### src/rtl/axi4l_wb_pkg.sv
// Shared types and constants for the AXI4-Lite to Wishbone bridge.
//   resp_t / RESP_*  : AXI response encodings
//   bridge_state_e   : bridge FSM states
//   grant_e          : round-robin arbiter grant
//   ctr_width()      : timeout counter width for a given cycle limit
package axi4l_wb_pkg;

    typedef logic [1:0] resp_t;

    localparam resp_t RESP_OKAY   = 2'b00;
    localparam resp_t RESP_SLVERR = 2'b10;
    localparam resp_t RESP_DECERR = 2'b11;

    typedef enum logic [2:0] {
        ST_IDLE,
        ST_WB_WR,
        ST_WB_RD,
        ST_B_RESP,
        ST_R_RESP
    } bridge_state_e;

    typedef enum logic {
        GNT_RD,
        GNT_WR
    } grant_e;

    // A limit of 0 (timeout disabled) still gets a 1-bit counter so the
    // declaration stays legal.
    function automatic int unsigned ctr_width(input int unsigned limit);
        return (limit == 0) ? 1 : $clog2(limit + 1);
    endfunction

endpackage

### src/rtl/wb_timeout_ctr.sv
// Saturating bus-hang timeout counter.
//   clk_i, rst_i : clock, async active-high reset
//   clr          : restart the count at zero
//   en           : count one WB cycle
//   expired      : count has reached TIMEOUT_CYCLES (never set when 0)
module wb_timeout_ctr
    import axi4l_wb_pkg::*;
#(
    parameter int unsigned TIMEOUT_CYCLES = 255
) (
    input  logic clk_i,
    input  logic rst_i,
    input  logic clr,
    input  logic en,
    output logic expired
);

    localparam int unsigned CW = ctr_width(TIMEOUT_CYCLES);

    generate
        if (TIMEOUT_CYCLES == 0) begin : g_disabled
            assign expired = 1'b0;
        end else begin : g_enabled
            localparam logic [CW-1:0] LIMIT = CW'(TIMEOUT_CYCLES);
            logic [CW-1:0] cnt;

            always_ff @(posedge clk_i or posedge rst_i) begin
                if (rst_i) begin
                    cnt <= '0;
                end else if (clr) begin
                    cnt <= '0;
                end else if (en && (cnt != LIMIT)) begin
                    cnt <= cnt + 1'b1;
                end
            end

            assign expired = (cnt == LIMIT);
        end
    endgenerate

endmodule

### src/rtl/axi4l_wb_bridge.sv
// AXI4-Lite slave to Wishbone classic master bridge.
//   s_aw*/s_w*/s_b*  : AXI write address, data and response channels
//   s_ar*/s_r*       : AXI read address and data channels
//   wb_*             : Wishbone classic master
//   busy_o           : FSM not idle
//   timeout_o        : one-cycle pulse when a WB access is aborted
// One transaction in flight; concurrent read/write requests are granted
// round-robin. wb_err maps to SLVERR, a hung access to DECERR.
module axi4l_wb_bridge
    import axi4l_wb_pkg::*;
#(
    parameter int unsigned ADDR_WIDTH     = 32,
    parameter int unsigned DATA_WIDTH     = 32,
    parameter int unsigned TIMEOUT_CYCLES = 255
) (
    input  logic                    clk_i,
    input  logic                    rst_i,
    input  logic [ADDR_WIDTH-1:0]   s_awaddr,
    input  logic                    s_awvalid,
    output logic                    s_awready,
    input  logic [DATA_WIDTH-1:0]   s_wdata,
    input  logic [DATA_WIDTH/8-1:0] s_wstrb,
    input  logic                    s_wvalid,
    output logic                    s_wready,
    output logic [1:0]              s_bresp,
    output logic                    s_bvalid,
    input  logic                    s_bready,
    input  logic [ADDR_WIDTH-1:0]   s_araddr,
    input  logic                    s_arvalid,
    output logic                    s_arready,
    output logic [DATA_WIDTH-1:0]   s_rdata,
    output logic [1:0]              s_rresp,
    output logic                    s_rvalid,
    input  logic                    s_rready,
    output logic [ADDR_WIDTH-1:0]   wb_adr_o,
    output logic [DATA_WIDTH-1:0]   wb_dat_o,
    output logic [DATA_WIDTH/8-1:0] wb_sel_o,
    output logic                    wb_we_o,
    output logic                    wb_cyc_o,
    output logic                    wb_stb_o,
    input  logic [DATA_WIDTH-1:0]   wb_dat_i,
    input  logic                    wb_ack_i,
    input  logic                    wb_err_i,
    output logic                    busy_o,
    output logic                    timeout_o
);

    bridge_state_e state;
    grant_e        last_gnt;

    logic  idle;
    logic  gnt_wr;
    logic  gnt_rd;
    logic  in_wb;
    logic  expired;
    logic  term;
    resp_t term_resp;

    // Reset is folded in so the combinational readies are low while rst_i
    // is held, even if requests are already pending.
    assign idle   = (state == ST_IDLE) && !rst_i;
    assign gnt_wr = idle && s_awvalid && s_wvalid && (!s_arvalid || (last_gnt == GNT_RD));
    assign gnt_rd = idle && s_arvalid && !gnt_wr;

    assign s_awready = gnt_wr;
    assign s_wready  = gnt_wr;
    assign s_arready = gnt_rd;
    assign busy_o    = (state != ST_IDLE);

    assign in_wb = (state == ST_WB_WR) || (state == ST_WB_RD);

    // Termination priority: ack, then err, then timeout.
    assign term      = wb_ack_i || wb_err_i || expired;
    assign term_resp = wb_ack_i ? RESP_OKAY : (wb_err_i ? RESP_SLVERR : RESP_DECERR);

    wb_timeout_ctr #(
        .TIMEOUT_CYCLES (TIMEOUT_CYCLES)
    ) u_timeout (
        .clk_i   (clk_i),
        .rst_i   (rst_i),
        .clr     (state == ST_IDLE),
        .en      (in_wb),
        .expired (expired)
    );

    always_ff @(posedge clk_i or posedge rst_i) begin
        if (rst_i) begin
            state     <= ST_IDLE;
            last_gnt  <= GNT_RD;
            wb_adr_o  <= '0;
            wb_dat_o  <= '0;
            wb_sel_o  <= '0;
            wb_we_o   <= 1'b0;
            wb_cyc_o  <= 1'b0;
            wb_stb_o  <= 1'b0;
            s_bresp   <= RESP_OKAY;
            s_bvalid  <= 1'b0;
            s_rresp   <= RESP_OKAY;
            s_rdata   <= '0;
            s_rvalid  <= 1'b0;
            timeout_o <= 1'b0;
        end else begin
            timeout_o <= 1'b0;
            case (state)
                ST_IDLE: begin
                    if (gnt_wr) begin
                        wb_adr_o <= s_awaddr;
                        wb_dat_o <= s_wdata;
                        wb_sel_o <= s_wstrb;
                        wb_we_o  <= 1'b1;
                        wb_cyc_o <= 1'b1;
                        wb_stb_o <= 1'b1;
                        last_gnt <= GNT_WR;
                        state    <= ST_WB_WR;
                    end else if (gnt_rd) begin
                        wb_adr_o <= s_araddr;
                        wb_sel_o <= '1;
                        wb_we_o  <= 1'b0;
                        wb_cyc_o <= 1'b1;
                        wb_stb_o <= 1'b1;
                        last_gnt <= GNT_RD;
                        state    <= ST_WB_RD;
                    end
                end
                ST_WB_WR, ST_WB_RD: begin
                    if (term) begin
                        wb_cyc_o  <= 1'b0;
                        wb_stb_o  <= 1'b0;
                        wb_we_o   <= 1'b0;
                        timeout_o <= !wb_ack_i && !wb_err_i;
                        if (state == ST_WB_WR) begin
                            s_bresp  <= term_resp;
                            s_bvalid <= 1'b1;
                            state    <= ST_B_RESP;
                        end else begin
                            s_rresp  <= term_resp;
                            s_rdata  <= wb_ack_i ? wb_dat_i : '0;
                            s_rvalid <= 1'b1;
                            state    <= ST_R_RESP;
                        end
                    end
                end
                ST_B_RESP: begin
                    if (s_bready) begin
                        s_bvalid <= 1'b0;
                        state    <= ST_IDLE;
                    end
                end
                ST_R_RESP: begin
                    if (s_rready) begin
                        s_rvalid <= 1'b0;
                        state    <= ST_IDLE;
                    end
                end
                default: state <= ST_IDLE;
            endcase
        end
    end

endmodule

### config.mk
export PLATFORM = sky130hd
export DESIGN_NAME = axi4l_wb_bridge
export DESIGN_NICKNAME = d
export VERILOG_FILES = /design/src/rtl/axi4l_wb_pkg.sv /design/src/rtl/wb_timeout_ctr.sv /design/src/rtl/axi4l_wb_bridge.sv
export SDC_FILE = /design/constraint.sdc
export NUM_CORES = 1
export LEC_CHECK = 0
export CAP_MARGIN = 15
export CORE_UTILIZATION = 41
export CTS_CLUSTER_SIZE = 25
export DETAILED_ROUTE_END_ITERATION = 8
export GPL_TIMING_DRIVEN = 0
export PLACE_DENSITY = 0.81
export SLEW_MARGIN = 20
export SYNTH_ARGS = -nofsm -noshare
export SYNTH_HDL_FRONTEND = slang
export SYNTH_SLANG_ARGS = --single-unit
export TNS_END_PERCENT = 20
### constraint.sdc
create_clock -name clk_i -period 5.35 [get_ports clk_i]
set_input_delay 0.8025 -clock clk_i [delete_from_list [all_inputs] [get_ports clk_i]]
set_output_delay 0.8025 -clock clk_i [all_outputs]
set_load 0.02 [all_outputs]
==> impl_metrics.env, run 1 <==
export IMPL_hold_class="reg -> reg"
export IMPL_synth_edf_count=0
export IMPL_hold_buffers=0
export IMPL_grt_overflow=0
export IMPL_synth_area_per_cell_um2=11.0
export IMPL_first_global_vias=4912
export IMPL_syn_inst=476
export IMPL_detail_route_iter0_violations=148
export IMPL_vdd_drop_max_mv=0.313
export IMPL_finalPower_w=0.00499
export IMPL_syn_area_um2=5230
export IMPL_worstPathCellList="clkdlybuf4s50_1 -> nor4_4 -> nand4_2 -> buf_2 -> buf_6 -> inv_1 -> buf_4 -> clkdlybuf4s50_1"
export IMPL_status="completed"
export IMPL_power_density_nw_per_um2=583
export IMPL_synth_seq_cells=121
export IMPL_portBuffers=253
export IMPL_ioPinCount=255
export IMPL_num_vias=4679
export IMPL_cts_root_buf="clkbuf_16"
export IMPL_clk_pin_slew_ns=0.05
export IMPL_cp_required_ns=4.55
export IMPL_fin_skew_ns=0.00606
export IMPL_start_util_pct=42.8
export IMPL_yosysSeqAreaShare_pct=58.0
export IMPL_cts_setup_buffers=0
export IMPL_maxCapViolCount=0
export IMPL_first_pass_iters=4
export IMPL_final_common_cell="clkdlybuf4s50_1"
export IMPL_ys_flop_type="dfrtp_1"
export IMPL_wl_per_cell_um=16.7
export IMPL_synth_warnings=0
export IMPL_core_um2=12200
export IMPL_max_slew_margin_pct=53.7
export IMPL_r2r_setup_slack_ns=3.20
export IMPL_finalWirelength_um=15500
export IMPL_ys_async_sr_fraction_pct=100
export IMPL_fin_nets=891
export IMPL_num_rows=40
export IMPL_cp_top_family="buffers and inverters"
export IMPL_cp_common_cell="clkdlybuf4s50_1"
export IMPL_gp_congestion=0.803
export IMPL_htreeDepth=4
export IMPL_antenna_found_initial=0
export IMPL_grt_max_degree=78
export IMPL_fillCellCount=922
export IMPL_mostFrequentLayoutCells="clkdlybuf4s50_1, dfrtp_1, a21oi_1"
export IMPL_grt_pass1_wl_um=24000
export IMPL_tightest_slew_ns=0.694
export IMPL_cp_end_kind="output pin"
export IMPL_fin_crit_ns=4.13
export IMPL_rsz0062_at_grt="no"
export IMPL_vias_per_cell=5.03
export IMPL_hold_viol_final=0
export IMPL_multiInputGateArea_um2=1870
export IMPL_ant_nets=0
export IMPL_final_cells=930
export IMPL_fp_dieW_um=115
export IMPL_syn_num_nets=618
export IMPL_fmax_mhz=242
export IMPL_cts_made_buffers=17
export IMPL_cp_arrival_ns=3.33
export IMPL_worst_setup_path_type="in -> out"
export IMPL_cp_slowest_cell="clkdlybuf4s50_1"
export IMPL_fin_crit_sh_pct=77.3
export IMPL_hp_start="wb_sel_o[1]$_DFFE_PP0P_"
export IMPL_drv_slew=0
export IMPL_cp_buffers_inverters=6
export IMPL_start_kind="input pin"
export IMPL_drcViolationCount=0
export IMPL_final_seq_area_um2=3030
export IMPL_finalSetupViolCount=0
export IMPL_clk_latency_ns=0.41
export IMPL_rr_worst_depth=7
export IMPL_cts_resized_gates=0
export IMPL_drive_above_1_share_pct=11.8
export IMPL_synth_cell_type_count=36
export IMPL_min_to="wb_sel_o[1]$_DFFE_PP0P_"
export IMPL_die_h_um=115
export IMPL_tns_ns=0
export IMPL_path_max_fanout=10
export IMPL_track_usage_pct=24.0
export IMPL_clock_sinks=121
export IMPL_synthToLayoutAreaGrowth_pct=63.9
export IMPL_whs_path_depth=1
export IMPL_diodes=0
export IMPL_cts_tree="yes"
export IMPL_fin_ws_ns=1.22
export IMPL_design_die_area_um2=13200
export IMPL_cpPeakStageDelay_ns=0.62
export IMPL_reg2reg_to="wb_adr_o[0]$_DFFE_PP0P_"
export IMPL_numPlacedInstances=898
export IMPL_pre_cts_slack_ns=1.16
export IMPL_dp_hpwl_um=11800
export IMPL_clock_path_buffers=2
export IMPL_r2r_start="state[2]$_DFFE_PP0P_"
export IMPL_p_leak_nw=3.78
export IMPL_timing_hold_ws_ns=0.489
==> cell type report <==
| class | count | share of cell area, % |
|---|---|---|
| Sequential cell | 121 | 35.3 |
| Multi-Input combinational cell | 278 | 21.8 |
| Timing Repair Buffer | 254 | 29.9 |
| Inverter | 42 | 1.90 |
| Clock inverter | 9 | 1.14 |
| Buffer | 35 | 1.99 |
| Tap cell | 168 | 2.45 |
| Clock buffer | 23 | 5.46 |
==> per-layer routing <==
layer,vias to the layer above,track usage [%],share of wire (%)
li1,2200,-,-
met1,2282,25.1,38
met2,171,43.4,53
met3,26,7.54,6.6
met4,0,12.2,2.3
met5,-,0,0
==> through the flow <==
| step | utilization, % | instance area (um^2) |
|---|---|---|
| floorplan | - | 5230 |
| global placement | 65.2 | 7970 |
| detailed placement | 65.5 | 8000 |
| CTS | 70.1 | 8570 |
| global route | 70.1 | 8570 |
| finish | 70.1 | 8570 |
==> worst register-to-register path, delay by kind of cell (launching register included) <==
kind                   cells  cell delay (ns)
and+or+nand+nor            2             0.59
buffers and inverters      3             0.68
DFF                        1             0.36
AOI/OAI and AO/OA          1             0.12
muxes                      1             0.27
==> Yosys cell counts (3+ instances only) <==
cell type / n / area, um^2
a21oi_1: 45 / 225
buf_2: 19 / 95.1
clkbuf_1: 13 / 48.8
dfrtp_1: 121 / 3030
inv_1: 40 / 150
mux2_2: 32 / 360
mux2i_1: 35 / 350
nand2_1: 13 / 48.8
nand3_1: 6 / 30.0
nand4_1: 33 / 206
nor2_1: 40 / 150
o211ai_1: 3 / 22.5
o21ai_0: 35 / 175
o22a_1: 5 / 43.8
o31ai_1: 3 / 22.5
or3_1: 3 / 18.8
==> power breakdown <==
group,internal [W],switching (W)
Sequential,0.00132,0.000225
Combinational,0.00111,0.00125
Clock,0.000704,0.000382
==> registers in the layout (all words and copies together), names as in the netlist <==
register / cells
last_gnt: 1
s_bresp: 2
s_bvalid: 1
s_rdata: 32
s_rresp: 2
s_rvalid: 1
state: 3
timeout_o: 1
u_timeout.g_enabled.cnt: 8
wb_adr_o: 32
wb_dat_o: 32
wb_sel_o: 4
wb_stb_o: 1
wb_we_o: 1
==> cells by family (layout without fill, tap and decap cells) <==
| kind of cell | count (synthesis) | count (layout) | share of synthesized area [%] |
|---|---|---|---|
| flops | 121 | 121 | 58.0 |
| mux | 67 | 67 | 13.6 |
| fa+ha+maj | 1 | 1 | 0.239 |
| xor+xnor | 2 | 2 | 0.335 |
| buf+inv | 77 | 363 | 6.27 |
| simple gates | 108 | 108 | 11.1 |
| compound gates | 100 | 100 | 10.5 |
==> worst max-delay path by stage <==
stage	from	endpoint	cells after the start
final	rst_i	s_wready	8
after global routing	rst_i	s_wready	8
after CTS	rst_i	s_wready	8
after detailed placement	rst_i	s_wready	8
after global placement	rst_i	wb_dat_o[26]$_DFFE_PP0P_	2
after floorplan	rst_i	last_gnt$_DFFE_PP0P_	1
Note: power is estimated with default switching activity, not from simulation.
==> inputs of run 2 (changes only) <==
--- a/config.mk
+++ b/config.mk
@@ -6,11 +6,11 @@
 export NUM_CORES = 1
 export LEC_CHECK = 0
 export CAP_MARGIN = 15
-export CORE_UTILIZATION = 41
+export CORE_UTILIZATION = 37
 export CTS_CLUSTER_SIZE = 25
 export DETAILED_ROUTE_END_ITERATION = 8
 export GPL_TIMING_DRIVEN = 0
-export PLACE_DENSITY = 0.81
+export PLACE_DENSITY = 0.77
 export SLEW_MARGIN = 20
 export SYNTH_ARGS = -nofsm -noshare
 export SYNTH_HDL_FRONTEND = slang
==> constraint.sdc (replaced) <==
create_clock -name clk_i -period 3.7 [get_ports clk_i]
set_input_delay 0.555 -clock clk_i [delete_from_list [all_inputs] [get_ports clk_i]]
set_output_delay 0.555 -clock clk_i [all_outputs]
set_load 0.02 [all_outputs]
==> run 2 against run 1 <==
Total power increased by 44%. Register-to-register slack worse by 1.6 ns. Clock power up 40%. Worst hold slack worse by 0.084 ns. Design area increased by 0.57%. Largest cell class unchanged. Core utilization fell by 7.8 points. Count of clock-buffer cells in the layout down 5. Global-route usage down 2.2 points.
==> impl_metrics.env, run 2 (synthesis gave the netlist of run 1 again) <==
export IMPL_status="completed"
export IMPL_cts_root_buf="clkbuf_16"
export IMPL_rsz0062_at_grt="no"
export IMPL_portBuffers=253
export IMPL_drcViolationCount=0
export IMPL_ioPinCount=255
export IMPL_tightest_slew_ns=0.582
export IMPL_dp_hpwl_um=11800
export IMPL_clk_pin_slew_ns=0.06
export IMPL_vias_per_cell=5.06
export IMPL_drive_above_1_share_pct=12.4
export IMPL_vdd_drop_max_mv=0.541
export IMPL_wl_per_cell_um=16.4
export IMPL_finalSetupViolCount=0
export IMPL_power_density_nw_per_um2=833
export IMPL_clock_sinks=121
export IMPL_fp_dieW_um=121
export IMPL_first_pass_iters=4
export IMPL_start_util_pct=37.8
export IMPL_detail_route_iter0_violations=194
export IMPL_final_cells=944
export IMPL_fin_util_pct=62.3
export IMPL_diodes=0
export IMPL_fin_crit_ns=3.42
export IMPL_grt_overflow=0
export IMPL_grt_pass1_wl_um=24300
export IMPL_cts_made_buffers=17
export IMPL_drv_slew=0
export IMPL_mostFrequentLayoutCells="clkdlybuf4s50_1, dfrtp_1, a21oi_1"
export IMPL_finalWirelength_um=15400
export IMPL_worst_setup_path_type="reg -> out"
export IMPL_timing_hold_ws_ns=0.405
export IMPL_maxCapViolCount=0
export IMPL_placed_area_um2=8050
export IMPL_cp_required_ns=3.14
export IMPL_design_die_area_um2=14600
export IMPL_num_vias=4776
export IMPL_start_kind="register"
export IMPL_first_global_vias=4778
export IMPL_design_area_um2=8610
export IMPL_antenna_found_initial=0
export IMPL_reg_top3="s_rdata: 32 flops, wb_adr_o: 32 flops, wb_dat_o: 32 flops"
export IMPL_synthToLayoutAreaGrowth_pct=64.9
export IMPL_htreeDepth=4
export IMPL_fmax_mhz=292
export IMPL_cp_arrival_ns=2.87
export IMPL_max_slew_margin_pct=61.1
export IMPL_fin_skew_ns=0.00667
export IMPL_ant_nets=0
export IMPL_fin_crit_sh_pct=92.5
export IMPL_clk_latency_ns=0.41
export IMPL_track_usage_pct=21.8
export IMPL_gp_congestion=0.793
export IMPL_cp_end_kind="output pin"
export IMPL_clock_path_buffers=2
export IMPL_final_common_cell="clkdlybuf4s50_1"
export IMPL_hold_viol_final=0
export IMPL_finalPower_w=0.00718
export IMPL_grt_max_degree=35
export IMPL_core_um2=13800
export IMPL_fin_nets=893
export IMPL_p_leak_nw=3.79
export IMPL_die_h_um=121
export IMPL_hold_class="in -> async"
export IMPL_num_rows=43
export IMPL_numPlacedInstances=912
export IMPL_cts_tree="yes"
export IMPL_cts_setup_buffers=0
export IMPL_path_max_fanout=10
## run 2: changes by cell type in the layout (fill, tap and decap cells not counted), moves of 2 or more
cell / delta
clkinv_4: +5
clkbuf_1: -3
clkbuf_8: -2
clkinvlp_4: +4
clkinv_2: -3
buf_12: +3
## run 2: layer usage
| layer | GRT usage (%) | up-vias | share of wire [%] |
|---|---|---|---|
| met5 | 0 | - | 0 |
| met4 | 11.6 | 0 | 3.8 |
| met3 | 5.80 | 47 | 5.8 |
| met2 | 35.8 | 201 | 50 |
| met1 | 26.1 | 2323 | 40 |
| li1 | - | 2205 | - |
## run 2: worst paths after layout
path	start	to	slack (ns)	depth (start not counted)
min	rst_i	timeout_o$_DFF_PP0_	0.40	2
max reg2reg	state[2]$_DFFE_PP0P_	wb_adr_o[6]$_DFFE_PP0P_	1.60	6
max	state[2]$_DFFE_PP0P_	s_wready	0.28	8
min in group clk_i	wb_sel_o[0]$_DFFE_PP0P_	wb_sel_o[0]$_DFFE_PP0P_	0.49	1
max in group asynchronous	rst_i	wb_sel_o[1]$_DFFE_PP0P_	2.50	4
min reg2reg	wb_sel_o[0]$_DFFE_PP0P_	wb_sel_o[0]$_DFFE_PP0P_	0.49	1
## run 2: worst max-delay path: stages, from the launching register on
cell	delay, ns
dfrtp_1	0.35
buf_2	0.19
nor4_4	0.35
nand4_4	0.22
buf_2	0.26
buf_6	0.18
inv_1	0.17
buf_4	0.14
clkdlybuf4s50_1	0.58
## run 2: layout make-up
class                           instances  area [um^2]
Timing Repair Buffer                  256         2590
Fill cell                            1110         5210
Tap cell                              180          225
Clock inverter                         14          128
Sequential cell                       121         3030
Buffer                                 35          170
Clock buffer                           18          429
Inverter                               42          161
Multi-Input combinational cell        278         1880
## run 2: through the flow
stage | setup slack (ns) | TNS (ns)
4_1_cts | 0.0714 | 0
2_1_floorplan | 0.910 | 0
5_1_grt | 0.0897 | 0
3_5_place_dp | -0.00973 | -0.00973
6_report | 0.278 | 0
3_3_place_gp | -0.650 | -0.703
## run 2: what timing repair did
action / CTS / global route
hold endpoints to repair: 0 / 0
resized for setup: 1 / 1
setup endpoints to repair: 1 / 1
hold buffers: 0 / 0
## run 2: power by group
part / switching [W] / total (W) / internal (W)
logic: 0.00181 / 0.00342 / 0.00161
registers: 0.000318 / 0.00223 / 0.00191
clock network: 0.000607 / 0.00153 / 0.000923
